**src/rtl/serial_arith_pkg.sv**
```systemverilog
// Shared definitions for the bit-serial arithmetic blocks: FSM state encoding
// and the counter-width helper.
package serial_arith_pkg;

    typedef enum logic [1:0] {
        IDLE = 2'd0,
        RUN  = 2'd1,
        DONE = 2'd2
    } state_t;

    // Ceiling log2, never less than 1 so a counter always has at least one bit.
    function automatic int clog2(input int value);
        int r;
        r = 0;
        for (int v = value - 1; v > 0; v = v >> 1) begin
            r = r + 1;
        end
        if (r < 1) begin
            r = 1;
        end
        return r;
    endfunction

endpackage

```
**src/rtl/serial_subtractor_if.sv**
```systemverilog
// Start/done handshake, operands and results of the serial subtractor.
interface serial_subtractor_if #(
    parameter int WIDTH = 8
);
    logic             start;
    logic [WIDTH-1:0] a;
    logic [WIDTH-1:0] b;
    logic             bin;
    logic             busy;
    logic             done;
    logic [WIDTH-1:0] d;
    logic             bout;
    logic             ovf;

    modport master (
        output start, a, b, bin,
        input  busy, done, d, bout, ovf
    );

    modport slave (
        input  start, a, b, bin,
        output busy, done, d, bout, ovf
    );
endinterface

```
**src/rtl/full_subtractor.sv**
```systemverilog
// 1-bit full-subtractor cell: d = a - b - bin, borrow out in bout.
module full_subtractor (
    input  logic a,
    input  logic b,
    input  logic bin,
    output logic d,
    output logic bout
);
    assign d    = a ^ b ^ bin;
    assign bout = (~a & b) | (~(a ^ b) & bin);
endmodule

```
**src/rtl/serial_subtractor.sv**
```systemverilog
// Bit-serial subtractor: one full-subtractor cell reused LSB first over WIDTH
// clocks, with a borrow flip-flop and held result registers.
module serial_subtractor
    import serial_arith_pkg::*;
#(
    parameter int WIDTH = 8
) (
    input  logic                clk,
    input  logic                rst_n,
    serial_subtractor_if.slave  bus
);
    localparam int CW = clog2(WIDTH);

    state_t           state_r;
    state_t           state_nxt_s;
    logic             accept_s;
    logic             last_s;
    logic [WIDTH-1:0] a_sh_r;
    logic [WIDTH-1:0] b_sh_r;
    logic [WIDTH-2:0] diff_sh_r;
    logic             brw_r;
    logic             a_msb_r;
    logic             b_msb_r;
    logic [CW-1:0]    cnt_r;
    logic [WIDTH-1:0] d_r;
    logic             bout_r;
    logic             ovf_r;
    logic             busy_r;
    logic             done_r;
    logic             cell_d_s;
    logic             cell_bout_s;

    full_subtractor u_cell (
        .a    (a_sh_r[0]),
        .b    (b_sh_r[0]),
        .bin  (brw_r),
        .d    (cell_d_s),
        .bout (cell_bout_s)
    );

    // Next-state decode; a start is honoured from both IDLE and DONE.
    always_comb begin
        state_nxt_s = state_r;
        accept_s    = 1'b0;
        last_s      = 1'b0;
        case (state_r)
            IDLE: begin
                if (bus.start) begin
                    state_nxt_s = RUN;
                    accept_s    = 1'b1;
                end else begin
                    state_nxt_s = IDLE;
                end
            end
            RUN: begin
                last_s = (cnt_r == CW'(WIDTH - 1));
                if (last_s) begin
                    state_nxt_s = DONE;
                end else begin
                    state_nxt_s = RUN;
                end
            end
            DONE: begin
                if (bus.start) begin
                    state_nxt_s = RUN;
                    accept_s    = 1'b1;
                end else begin
                    state_nxt_s = IDLE;
                end
            end
            default: begin
                state_nxt_s = IDLE;
            end
        endcase
    end

    // State register and status flags, decoded from the next state so they are registered.
    always_ff @(posedge clk or negedge rst_n) begin
        if (!rst_n) begin
            state_r <= IDLE;
            busy_r  <= 1'b0;
            done_r  <= 1'b0;
        end else begin
            state_r <= state_nxt_s;
            busy_r  <= (state_nxt_s == RUN);
            done_r  <= (state_nxt_s == DONE);
        end
    end

    // Operand capture and per-bit shifting through the single cell.
    always_ff @(posedge clk or negedge rst_n) begin
        if (!rst_n) begin
            a_sh_r    <= '0;
            b_sh_r    <= '0;
            diff_sh_r <= '0;
            brw_r     <= 1'b0;
            a_msb_r   <= 1'b0;
            b_msb_r   <= 1'b0;
            cnt_r     <= '0;
        end else if (accept_s) begin
            a_sh_r  <= bus.a;
            b_sh_r  <= bus.b;
            brw_r   <= bus.bin;
            a_msb_r <= bus.a[WIDTH-1];
            b_msb_r <= bus.b[WIDTH-1];
            cnt_r   <= '0;
        end else if (state_r == RUN) begin
            a_sh_r    <= a_sh_r >> 1;
            b_sh_r    <= b_sh_r >> 1;
            diff_sh_r <= (diff_sh_r >> 1) | ((WIDTH-1)'(cell_d_s) << (WIDTH - 2));
            brw_r     <= cell_bout_s;
            cnt_r     <= cnt_r + CW'(1);
        end
    end

    // Result registers load only on the last bit and hold through later runs.
    always_ff @(posedge clk or negedge rst_n) begin
        if (!rst_n) begin
            d_r    <= '0;
            bout_r <= 1'b0;
            ovf_r  <= 1'b0;
        end else if (last_s) begin
            d_r    <= {cell_d_s, diff_sh_r};
            bout_r <= cell_bout_s;
            ovf_r  <= (a_msb_r != b_msb_r) & (cell_d_s != a_msb_r);
        end
    end

    assign bus.busy = busy_r;
    assign bus.done = done_r;
    assign bus.d    = d_r;
    assign bus.bout = bout_r;
    assign bus.ovf  = ovf_r;

endmodule

```
**src/flat_wrapper.sv**
```systemverilog
// flat-port wrapper written by rule: the top's interface ports become plain ports
module serial_subtractor_flat import serial_arith_pkg::*;
#(
    parameter int WIDTH = 8
)
  (clk, rst_n, bus_start, bus_a, bus_b, bus_bin, bus_busy, bus_done, bus_d, bus_bout, bus_ovf);
  serial_subtractor_if #(.WIDTH(WIDTH)) bus_i ();
  input  logic clk;
  input  logic rst_n;
  input wire logic [$bits(bus_i.start)-1:0] bus_start;
  input wire logic [$bits(bus_i.a)-1:0] bus_a;
  input wire logic [$bits(bus_i.b)-1:0] bus_b;
  input wire logic [$bits(bus_i.bin)-1:0] bus_bin;
  output wire logic [$bits(bus_i.busy)-1:0] bus_busy;
  output wire logic [$bits(bus_i.done)-1:0] bus_done;
  output wire logic [$bits(bus_i.d)-1:0] bus_d;
  output wire logic [$bits(bus_i.bout)-1:0] bus_bout;
  output wire logic [$bits(bus_i.ovf)-1:0] bus_ovf;
  assign bus_i.start = bus_start;
  assign bus_i.a = bus_a;
  assign bus_i.b = bus_b;
  assign bus_i.bin = bus_bin;
  assign bus_busy = bus_i.busy;
  assign bus_done = bus_i.done;
  assign bus_d = bus_i.d;
  assign bus_bout = bus_i.bout;
  assign bus_ovf = bus_i.ovf;
  serial_subtractor #(.WIDTH(WIDTH)) u_core (.clk(clk), .rst_n(rst_n), .bus(bus_i));
endmodule
```
**config.mk**
```make
export PLATFORM = sky130hd
export DESIGN_NAME = serial_subtractor_flat
export DESIGN_NICKNAME = d
export VERILOG_FILES = /design/src/rtl/serial_arith_pkg.sv /design/src/rtl/serial_subtractor_if.sv /design/src/rtl/full_subtractor.sv /design/src/rtl/serial_subtractor.sv /design/src/flat_wrapper.sv
export SDC_FILE = /design/constraint.sdc
export NUM_CORES = 1
export LEC_CHECK = 0
export BUFFER_PORTS_ARGS = -buffer_cell sky130_fd_sc_hd__buf_2
export CORE_ASPECT_RATIO = 0.9
export CORE_UTILIZATION = 56
export CTS_BUF_LIST = sky130_fd_sc_hd__clkbuf_2 sky130_fd_sc_hd__clkbuf_4 sky130_fd_sc_hd__clkbuf_8
export CTS_CLUSTER_DIAMETER = 120
export CTS_CLUSTER_SIZE = 16
export DETAILED_ROUTE_END_ITERATION = 10
export PLACE_DENSITY = 0.82
export SLEW_MARGIN = 10
export SYNTH_ARGS = -nofsm -noshare
export SYNTH_HDL_FRONTEND = slang
export SYNTH_HIERARCHICAL = 1
export SYNTH_SLANG_ARGS = --single-unit
```
**constraint.sdc**
```tcl
create_clock -name clk -period 2.9 [get_ports clk]
set_input_delay 0.435 -clock clk [delete_from_list [all_inputs] [get_ports clk]]
set_output_delay 0.435 -clock clk [all_outputs]
set_load 0.1 [all_outputs]
```
==> metrics, run 1 <==
outcome=complete, no violations; crit path cell chain=and2b_1 > nor2_1 > a22o_1; count of final hold-check violations=0; Placed Area=~1900 µm²; Worst R2R Start=u_core/state_r[1]$_DFF_PN0_; Worst setup EP type=flip-flop; post-synthesis area per instance=between 10 and 15 µm²; reg2reg setup slack=~1.2 ns; slowest stage delay, CP=0.73 ns; most common cell after layout, fill and taps aside=nand2_1; port bufs=31; number of synthesized flops with an enable pin=0; antenna cell count=0; CTS tree=done; worst reg2reg endpoint=u_core/a_sh_r[7]$_DFFE_PN0P_; Skew-Pair Late Insertion Delay=around 0.35 ns; met2 global-route usage=0.344; crit start category=flip-flop; hold_buf cts=0; Max-slew headroom=0.339; DRC Markers=0; GP Congestion=0.719; Avg WL per Cell=approximately 13 µm; vias after detailed routing=1,287; initial DRC count=88; Post-Route WL=3240 µm; RSZ-0062 raised after global routing=no; Die Y=55.7 µm; Mapped Cells=roughly 170; period utilization=0.582; # clock sinks=43; DRT antenna net count=0; site row count=19; gr busiest metal=met2; CTS buffer count=5; M3 GR Usage=0.0744; post-synthesis register bit count=43; fmax=0.592 GHz; GRT met1 Usage=0.268; initial core utilization=0.590; layout cells sized above 1=0.246; via density per instance=5.34; CP max FO=25; maxcap violations=0; fraction of the yosys area taken by sequential cells=0.599; yosys warns=6; # IOs=32; HP Class=in2async; Top FF cell, synth=dfrtp_1; most frequent cells in the layout=51 x nand2_1, 43 x dfrtp_1, 31 x buf_2; syn nets=194; All-Layer GR Usage=0.219; drt pass-1 iters=4; CP Class=reg2reg; synthesized area=1800 µm²; post_cts resized=0; net count reported at finish=221; max-slew violations=0; pin count of the biggest net entering global routing=44; CTS max path bufs=2; Layout area overhead=13.2%; setup TNS=0 ns; asr flop ratio synth=1.00; Crit path arrival time=1.94 ns; Least-Margin Pin Slew=between 0.9 and 1 ns; slowest stage cell, crit path=and2b_1; Fin Clk Skew=0.00493 ns; Placeable Area=3040 µm²; die outline width=61.7 µm; dpl hpwl=2120 µm; R2R cell count=3; vias in the first global route=1,215; CTS clk-pin slew, worst paths=0.13 ns; antenna violations before repair=0; global-route wire length before repair=around 5400 µm; gr ovfl total=0; die area=3440 µm²; crit path time final=1.69 ns; Final setup viols=0; CTS H-tree lvls=2; WP data required=3.15 ns; Clk Tree Root Cell=clkbuf_4; Unique masters post-synth=24; Final Cell Area=2030 µm²; setup bufs post-CTS=0
## synthesized netlist by cell type (2+ instances only)
| cell | number | area share |
|---|---|---|
| a22o_1 | 4 | 0.020 |
| nand2_1 | 51 | 0.11 |
| nor2_1 | 11 | 0.023 |
| nor2b_1 | 2 | 0.0070 |
| a31oi_1 | 9 | 0.031 |
| o21ai_0 | 4 | 0.011 |
| dfrtp_1 | 43 | 0.60 |
| mux2_2 | 9 | 0.056 |
| nand3_1 | 6 | 0.017 |
| nand2b_1 | 2 | 0.0070 |
| ha_1 | 2 | 0.014 |
| a22oi_1 | 5 | 0.021 |
| buf_6 | 3 | 0.019 |
| inv_1 | 5 | 0.010 |
| buf_2 | 6 | 0.017 |
## worst max path at each step
stage                                            from                            to  slack, ns  cells past startpoint
after CTS                 u_core/state_r[1]$_DFF_PN0_  u_core/a_sh_r[7]$_DFFE_PN0P_       1.22                      3
after detailed placement                    bus_start   u_core/cnt_r[2]$_DFFE_PN0P_       1.21                      4
after global placement                      bus_start  u_core/a_sh_r[7]$_DFFE_PN0P_       1.30                      4
after floorplan           u_core/cnt_r[0]$_DFFE_PN0P_   u_core/bus.bout$_DFFE_PN0P_       1.43                      5
after global routing      u_core/state_r[0]$_DFF_PN0_  u_core/a_sh_r[5]$_DFFE_PN0P_       1.08                      3
final                     u_core/state_r[1]$_DFF_PN0_  u_core/a_sh_r[7]$_DFFE_PN0P_       1.21                      3
## cells by family (layout without fill, tap and decap cells)
| family | after synthesis | in the layout | share of synthesized area |
|---|---|---|---|
| multiplexers | 9 | 9 | 0.0564 |
| adder cells (fa/ha/maj) | 3 | 3 | 0.0251 |
| AO/OA/AOI/OAI | 24 | 24 | 0.0892 |
| buffers and inverters | 16 | 44 | 0.0523 |
| flip-flops | 43 | 43 | 0.599 |
| AND/OR/NAND/NOR | 76 | 76 | 0.178 |
## stage by stage
| stage | hold WS, ns | setup slack [ns] | std cells | utilization |
|---|---|---|---|---|
| after global placement | 0.460 | 1.30 | 233 | 0.634 |
| after detailed placement | 0.468 | 1.21 | 233 | 0.634 |
| final | 0.201 | 1.21 | 241 | 0.668 |
| after CTS | 0.219 | 1.22 | 241 | 0.668 |
| after floorplan | 0.139 | 1.43 | 171 | - |
| after global routing | 0.245 | 1.08 | 241 | 0.668 |
## sequential cells by signal (all words and copies together) (netlist names), 2 cells and up
| name | count |
|---|---|
| u_core/a_sh_r | 8 |
| u_core/b_sh_r | 8 |
| u_core/bus.d | 8 |
| u_core/cnt_r | 3 |
| u_core/diff_sh_r | 7 |
| u_core/state_r | 2 |
## area by class of cell
type                    count  area [µm²]
flip-flops and latches     43        1080
fillers                   262        1010
multi-input cells         112         626
repair buffers             31         155
clock inverters             3        67.6
well taps                  42        52.6
clock buffers               5        37.5
inverters                   5        18.8
## layer usage
layer / wire length, µm / vias up / part of all wire
met5: 0 / - / 0
met4: 75 / 0 / 0.023
met3: 137 / 8 / 0.042
met2: 1530 / 35 / 0.47
met1: 1490 / 625 / 0.46
li1: - / 619 / -
## critical path: cells and delay by family, from the launching register on
family / cells / cell delay [ns]
DFF: 1 / 0.41
AOI/OAI and AO/OA: 1 / 0.24
and+or+nand+nor: 2 / 0.94
Power of run 1 is not shown: default switching activity piles up to over one toggle a cycle in this logic, so the estimate is an artifact.
==> run 2, diff against run 1 <==
--- a/config.mk
+++ b/config.mk
@@ -7,12 +7,12 @@
 export LEC_CHECK = 0
 export BUFFER_PORTS_ARGS = -buffer_cell sky130_fd_sc_hd__buf_2
 export CORE_ASPECT_RATIO = 0.9
-export CORE_UTILIZATION = 56
+export CORE_UTILIZATION = 51
 export CTS_BUF_LIST = sky130_fd_sc_hd__clkbuf_2 sky130_fd_sc_hd__clkbuf_4 sky130_fd_sc_hd__clkbuf_8
 export CTS_CLUSTER_DIAMETER = 120
 export CTS_CLUSTER_SIZE = 16
 export DETAILED_ROUTE_END_ITERATION = 10
-export PLACE_DENSITY = 0.82
+export PLACE_DENSITY = 0.79
 export SLEW_MARGIN = 10
 export SYNTH_ARGS = -nofsm -noshare
 export SYNTH_HDL_FRONTEND = slang
==> constraint.sdc (replaced) <==
create_clock -name clk -period 1.5 [get_ports clk]
set_input_delay 0.225 -clock clk [delete_from_list [all_inputs] [get_ports clk]]
set_output_delay 0.225 -clock clk [all_outputs]
set_load 0.1 [all_outputs]
==> metrics, run 2 (synthesis gave the netlist of run 1 again) <==
outcome=finished, violations left; failing checks=negative hold slack; vias in the first global route=~1,400; max-slew violations=0; crit path time final=between 1 and 1.5 ns; Skew-Pair Late Insertion Delay=roughly 0.30 ns; CP Class=reg2reg; CP delay by family, top=flip-flops; dpl hpwl=2370 µm; # clock sinks=43; RSZ-0062 raised after global routing=yes; All-Layer GR Usage=0.222; worst hold slack=-0.0139 ns; layout cells sized above 1=0.310; crit start category=flip-flop; FILL cells=277; net count reported at finish=235; crit path buf inv count=1; Post-Route WL=~3600 µm; Final setup viols=0; DRC Markers=0; slowest stage delay, CP=0.39 ns; drt pass-1 iters=4; Crit path arrival time=1.63 ns; CP max FO=6; pin count of the biggest net entering global routing=44; antenna violations before repair=0; HP Class=in2async; port bufs=31; Max-slew headroom=0.650; hold_buf cts=0; crit path cell chain=ha_2 > ha_4 > nand3b_4 > buf_12 > mux2_2; GP Congestion=between 0.7 and 0.8; global-route wire length before repair=6190 µm; initial DRC count=67; Fin Clk Skew=0.00515 ns; maxcap violations=0; most frequent cells in the layout=51 x nand2_1, 43 x dfrtp_1, 31 x buf_2; initial core utilization=0.531; Avg WL per Cell=13.9 µm; Least-Margin Pin Slew=~0.52 ns; antenna cell count=0; CTS tree=done; die area=3760 µm²; Worst setup EP type=flip-flop; CTS max path bufs=2; fmax=around 0.69 GHz; Clk Tree Root Cell=clkbuf_8; CTS clk-pin slew, worst paths=0.08 ns; via density per instance=5.14; CTS H-tree lvls=2; Placeable Area=3380 µm²; most common cell after layout, fill and taps aside=nand2_1; WP data required=about 1.7 ns; site row count=20; vias after detailed routing=1,321; Layout area overhead=21.5%; Die Y=58.3 µm; period utilization=0.960; CTS buffer count=5; Util after Layout=0.646; DRT antenna net count=0; # IOs=32; slowest stage cell, crit path=dfrtp_1; gr ovfl total=0; die outline width=64.5 µm; count of final hold-check violations=26
run 2: cell types whose count changed in the layout (fill, tap and decap cells not counted), moves of 2 or more:
cell / previous run / this run
clkbuf_4: 5 / 1
ha_1: 2 / 0
bufinv_16: 2 / 0
buf_4: 0 / 12
clkbuf_8: 0 / 5
run 2: what timing repair did:
action / 4_1_cts / 5_1_grt
resized for setup: 5 / 2
gates cloned: 1 / 0
pin swaps: 1 / 2
setup endpoints to repair: 5 / 1
hold endpoints to repair: 0 / 0
setup buffers: 1 / 0
run 2: routing by layer:
layer / vias to the layer above / share of wire / global-route usage
li1: 644 / - / -
met1: 638 / 0.45 / 0.280
met2: 33 / 0.49 / 0.371
met3: 6 / 0.036 / 0.0504
met4: 0 / 0.021 / 0.0952
met5: - / 0 / 0
run 2: metrics by stage:
step / cell area [µm²] / hold slack, ns / TNS [ns] / std cells / setup slack [ns]
after floorplan: 1800 / -0.0706 / 0 / 171 / 0.0277
after global placement: 2030 / 0.322 / 0 / 247 / 0.0586
after detailed placement: 2030 / 0.327 / -0.00474 / 247 / -0.00315
after CTS: 2180 / 0.00167 / 0 / 257 / 0.0367
after global routing: 2180 / 0.0331 / -0.00737 / 257 / -0.00737
final: 2180 / -0.0139 / 0 / 257 / 0.0602
run 2: area by class of cell:
class / instances / area [µm²] / share of cell area
timing repair buffer: 45 / 293 / 0.134
clock inverter: 2 / 12.5 / 0.00574
clock buffer: 6 / 76.3 / 0.0350
inverter: 5 / 18.8 / 0.00861
multi-input combinational: 112 / 649 / 0.298
tap: 44 / 55.1 / 0.0252
sequential: 43 / 1080 / 0.493
run 2: final timing paths:
kind	startpoint	endpoint	slack (ns)	cells after the start
worst max-delay path	u_core/cnt_r[1]$_DFFE_PN0P_	u_core/bus.d[7]$_DFFE_PN0P_	0.06	5
worst min-delay path	rst_n	u_core/bus.d[0]$_DFFE_PN0P_	-0.01	2
worst max register to register	u_core/cnt_r[1]$_DFFE_PN0P_	u_core/bus.d[7]$_DFFE_PN0P_	0.06	5
worst min register to register	u_core/diff_sh_r[0]$_DFFE_PN0P_	u_core/diff_sh_r[0]$_DFFE_PN0P_	0.49	2
max in group asynchronous	rst_n	u_core/bus.busy$_DFF_PN0_	1.15	2
min in group clk	bus_a[7]	u_core/a_msb_r$_DFFE_PN0N_	0.14	3
Power of run 2 is left out for the same reason.
==> run 3, diff against run 2 <==
--- a/config.mk
+++ b/config.mk
@@ -5,9 +5,10 @@
 export SDC_FILE = /design/constraint.sdc
 export NUM_CORES = 1
 export LEC_CHECK = 0
+export ABC_AREA = 1
 export BUFFER_PORTS_ARGS = -buffer_cell sky130_fd_sc_hd__buf_2
 export CORE_ASPECT_RATIO = 0.9
-export CORE_UTILIZATION = 51
+export CORE_UTILIZATION = 52
 export CTS_BUF_LIST = sky130_fd_sc_hd__clkbuf_2 sky130_fd_sc_hd__clkbuf_4 sky130_fd_sc_hd__clkbuf_8
 export CTS_CLUSTER_DIAMETER = 120
 export CTS_CLUSTER_SIZE = 16
==> metrics, run 3 <==
drt pass-1 iters=4; CTS H-tree lvls=2; most frequent cells in the layout=89 x nand2_1, 43 x dfrtp_1, 31 x buf_2, 31 x inv_1, 24 x nand3_1; outcome=complete, no violations; Synth top cells by count=89 x nand2_1, 43 x dfrtp_1, 31 x inv_1; gr ovfl total=0; setup TNS=0 ns; DRT antenna net count=0; via density per instance=4.95; site row count=20; antenna violations before repair=0; layout cells sized above 1=0.209; CTS tree=done; Post-Route WL=3660 µm; net count reported at finish=290; most common cell in the netlist=nand2_1; CTS buffer count=5; vias in the first global route=1,480; yosys warns=6; count of final hold-check violations=0; number of synthesized flops with an enable pin=0; Hold Startpoint=bus_a[7]; maxcap violations=0; crit start category=flip-flop; period utilization=0.930; worst hold slack=about 0.16 ns; FILL cells=311; # IOs=32; synthesized area=1980 µm²; fmax=0.717 GHz; area of the multi-input gates=703 µm²; max-slew violations=0; asr flop ratio synth=1.00; syn nets=255; Max-slew headroom=0.679; Crit path arrival time=1.58 ns; die area=about 4000 µm²; antenna cell count=0; Placeable Area=3500 µm²; fraction of the yosys area taken by sequential cells=0.544; Mapped Cells=232; Worst setup EP type=flip-flop; R2R cell count=6; Top FF cell, synth=dfrtp_1; hold path depth=3; RSZ-0062 raised after global routing=no; worst reg2reg endpoint=u_core/bus.ovf$_DFFE_PN0P_; top post-synthesis cells by area=dfrtp_1 54%, nand2_1 17%, nand3_1 6.1%, inv_1 5.9%, o21ai_0 2.8%; All-Layer GR Usage=0.213; Layout area overhead=14.4%; pin count of the biggest net entering global routing=22; die outline width=67.0 µm; CP max FO=3; DRC Markers=0; WP data required=1.68 ns; vias after detailed routing=1,543; Unique masters post-synth=20; global-route wire length before repair=about 6400 µm; Final setup viols=0; reg2reg setup slack=0.11 ns; placed insts=303; Finished Layout Cells=312; crit path time final=1.39 ns; initial DRC count=118; CP Class=reg2reg; Worst Hold Endpoint=u_core/a_sh_r[7]$_DFFE_PN0P_; initial core utilization=0.565; Final Cell Area=about 2300 µm²; most common cell after layout, fill and taps aside=nand2_1; port bufs=31; CTS clk-pin slew, worst paths=~0.080 ns; Die Y=60.5 µm; post-synthesis register bit count=43; Fin Clk Skew=approximately 0.0038 ns; post-synthesis area per instance=around 8.5 µm²; GP Congestion=0.777; largest area contributor in the netlist=dfrtp_1; Placed Area=2150 µm²; CTS max path bufs=2; dpl hpwl=2560 µm; Register Area=1080 µm²; Yosys top cell area share=0.544; # clock sinks=43; post_cts resized=0; HP Class=in2reg; Avg WL per Cell=approximately 12 µm; Skew-Pair Late Insertion Delay=0.28 ns; Least-Margin Pin Slew=0.485 ns; Clk Tree Root Cell=clkbuf_8; Worst R2R Start=u_core/a_sh_r[0]$_DFFE_PN0P_
run 3: cell types whose count changed after synthesis, moves of 7 or more:
cell / change
nand2_1: +38
inv_1: +26
nand3_1: +18
a31oi_1: -9
mux2_2: -9
nor2_1: -9
o21ai_0: +7
o21ai_1: +7
run 3: timing repair:
item	4_1_cts	5_1_grt
hold buffers	1	0
hold endpoints to repair	19	0
buffers inserted	0	0
run 3: critical path, stage by stage, from the launching register on:
cell,delay [ns]
dfrtp_1,0.41
fa_1,0.57
inv_1,0.08
nand3_1,0.08
nand2_1,0.05
nand2_1,0.05
nand2_1,0.04
run 3: worst max-delay path by stage:
stage | start | endpoint | slack [ns]
2_1_floorplan | u_core/a_sh_r[0]$_DFFE_PN0P_ | u_core/bus.ovf$_DFFE_PN0P_ | 0.20
3_3_place_gp | u_core/a_sh_r[0]$_DFFE_PN0P_ | u_core/bus.ovf$_DFFE_PN0P_ | 0.17
3_5_place_dp | u_core/a_sh_r[0]$_DFFE_PN0P_ | u_core/bus.ovf$_DFFE_PN0P_ | 0.12
4_1_cts | u_core/a_sh_r[0]$_DFFE_PN0P_ | u_core/bus.ovf$_DFFE_PN0P_ | 0.11
5_1_grt | u_core/a_sh_r[0]$_DFFE_PN0P_ | u_core/bus.ovf$_DFFE_PN0P_ | 0.03
6_report | u_core/a_sh_r[0]$_DFFE_PN0P_ | u_core/bus.ovf$_DFFE_PN0P_ | 0.11
run 3: area by class of cell:
type                       instances  area share
inverter                          35      0.0603
tap                               44      0.0243
sequential                        43       0.476
timing repair buffer              35      0.0830
multi-input combinational        147       0.311
clock buffer                       8      0.0459
run 3: layer usage:
layer | GRT usage | vias up | part of all wire
met5 | 0 | - | 0
met4 | 0.0638 | 0 | 0.0052
met3 | 0.0489 | 2 | 0.037
met2 | 0.346 | 34 | 0.47
met1 | 0.286 | 727 | 0.48
li1 | - | 780 | -
run 3: cells by family (layout without fill, tap and decap cells):
kind of cell | count (synthesis) | after routing | share of synthesized area
compound gates | 19 | 19 | 0.0481
simple gates | 125 | 125 | 0.285
buf+inv | 42 | 78 | 0.101
fa+ha+maj | 3 | 3 | 0.0228
flops | 43 | 43 | 0.544
run 3: metrics by stage:
step	setup slack [ns]	utilization
detailed placement	0.121	0.613
CTS	0.107	0.646
global route	0.0269	0.646
global placement	0.169	0.613
floorplan	0.197	-
finish	0.105	0.646
Power of run 3 is left out for the same reason.
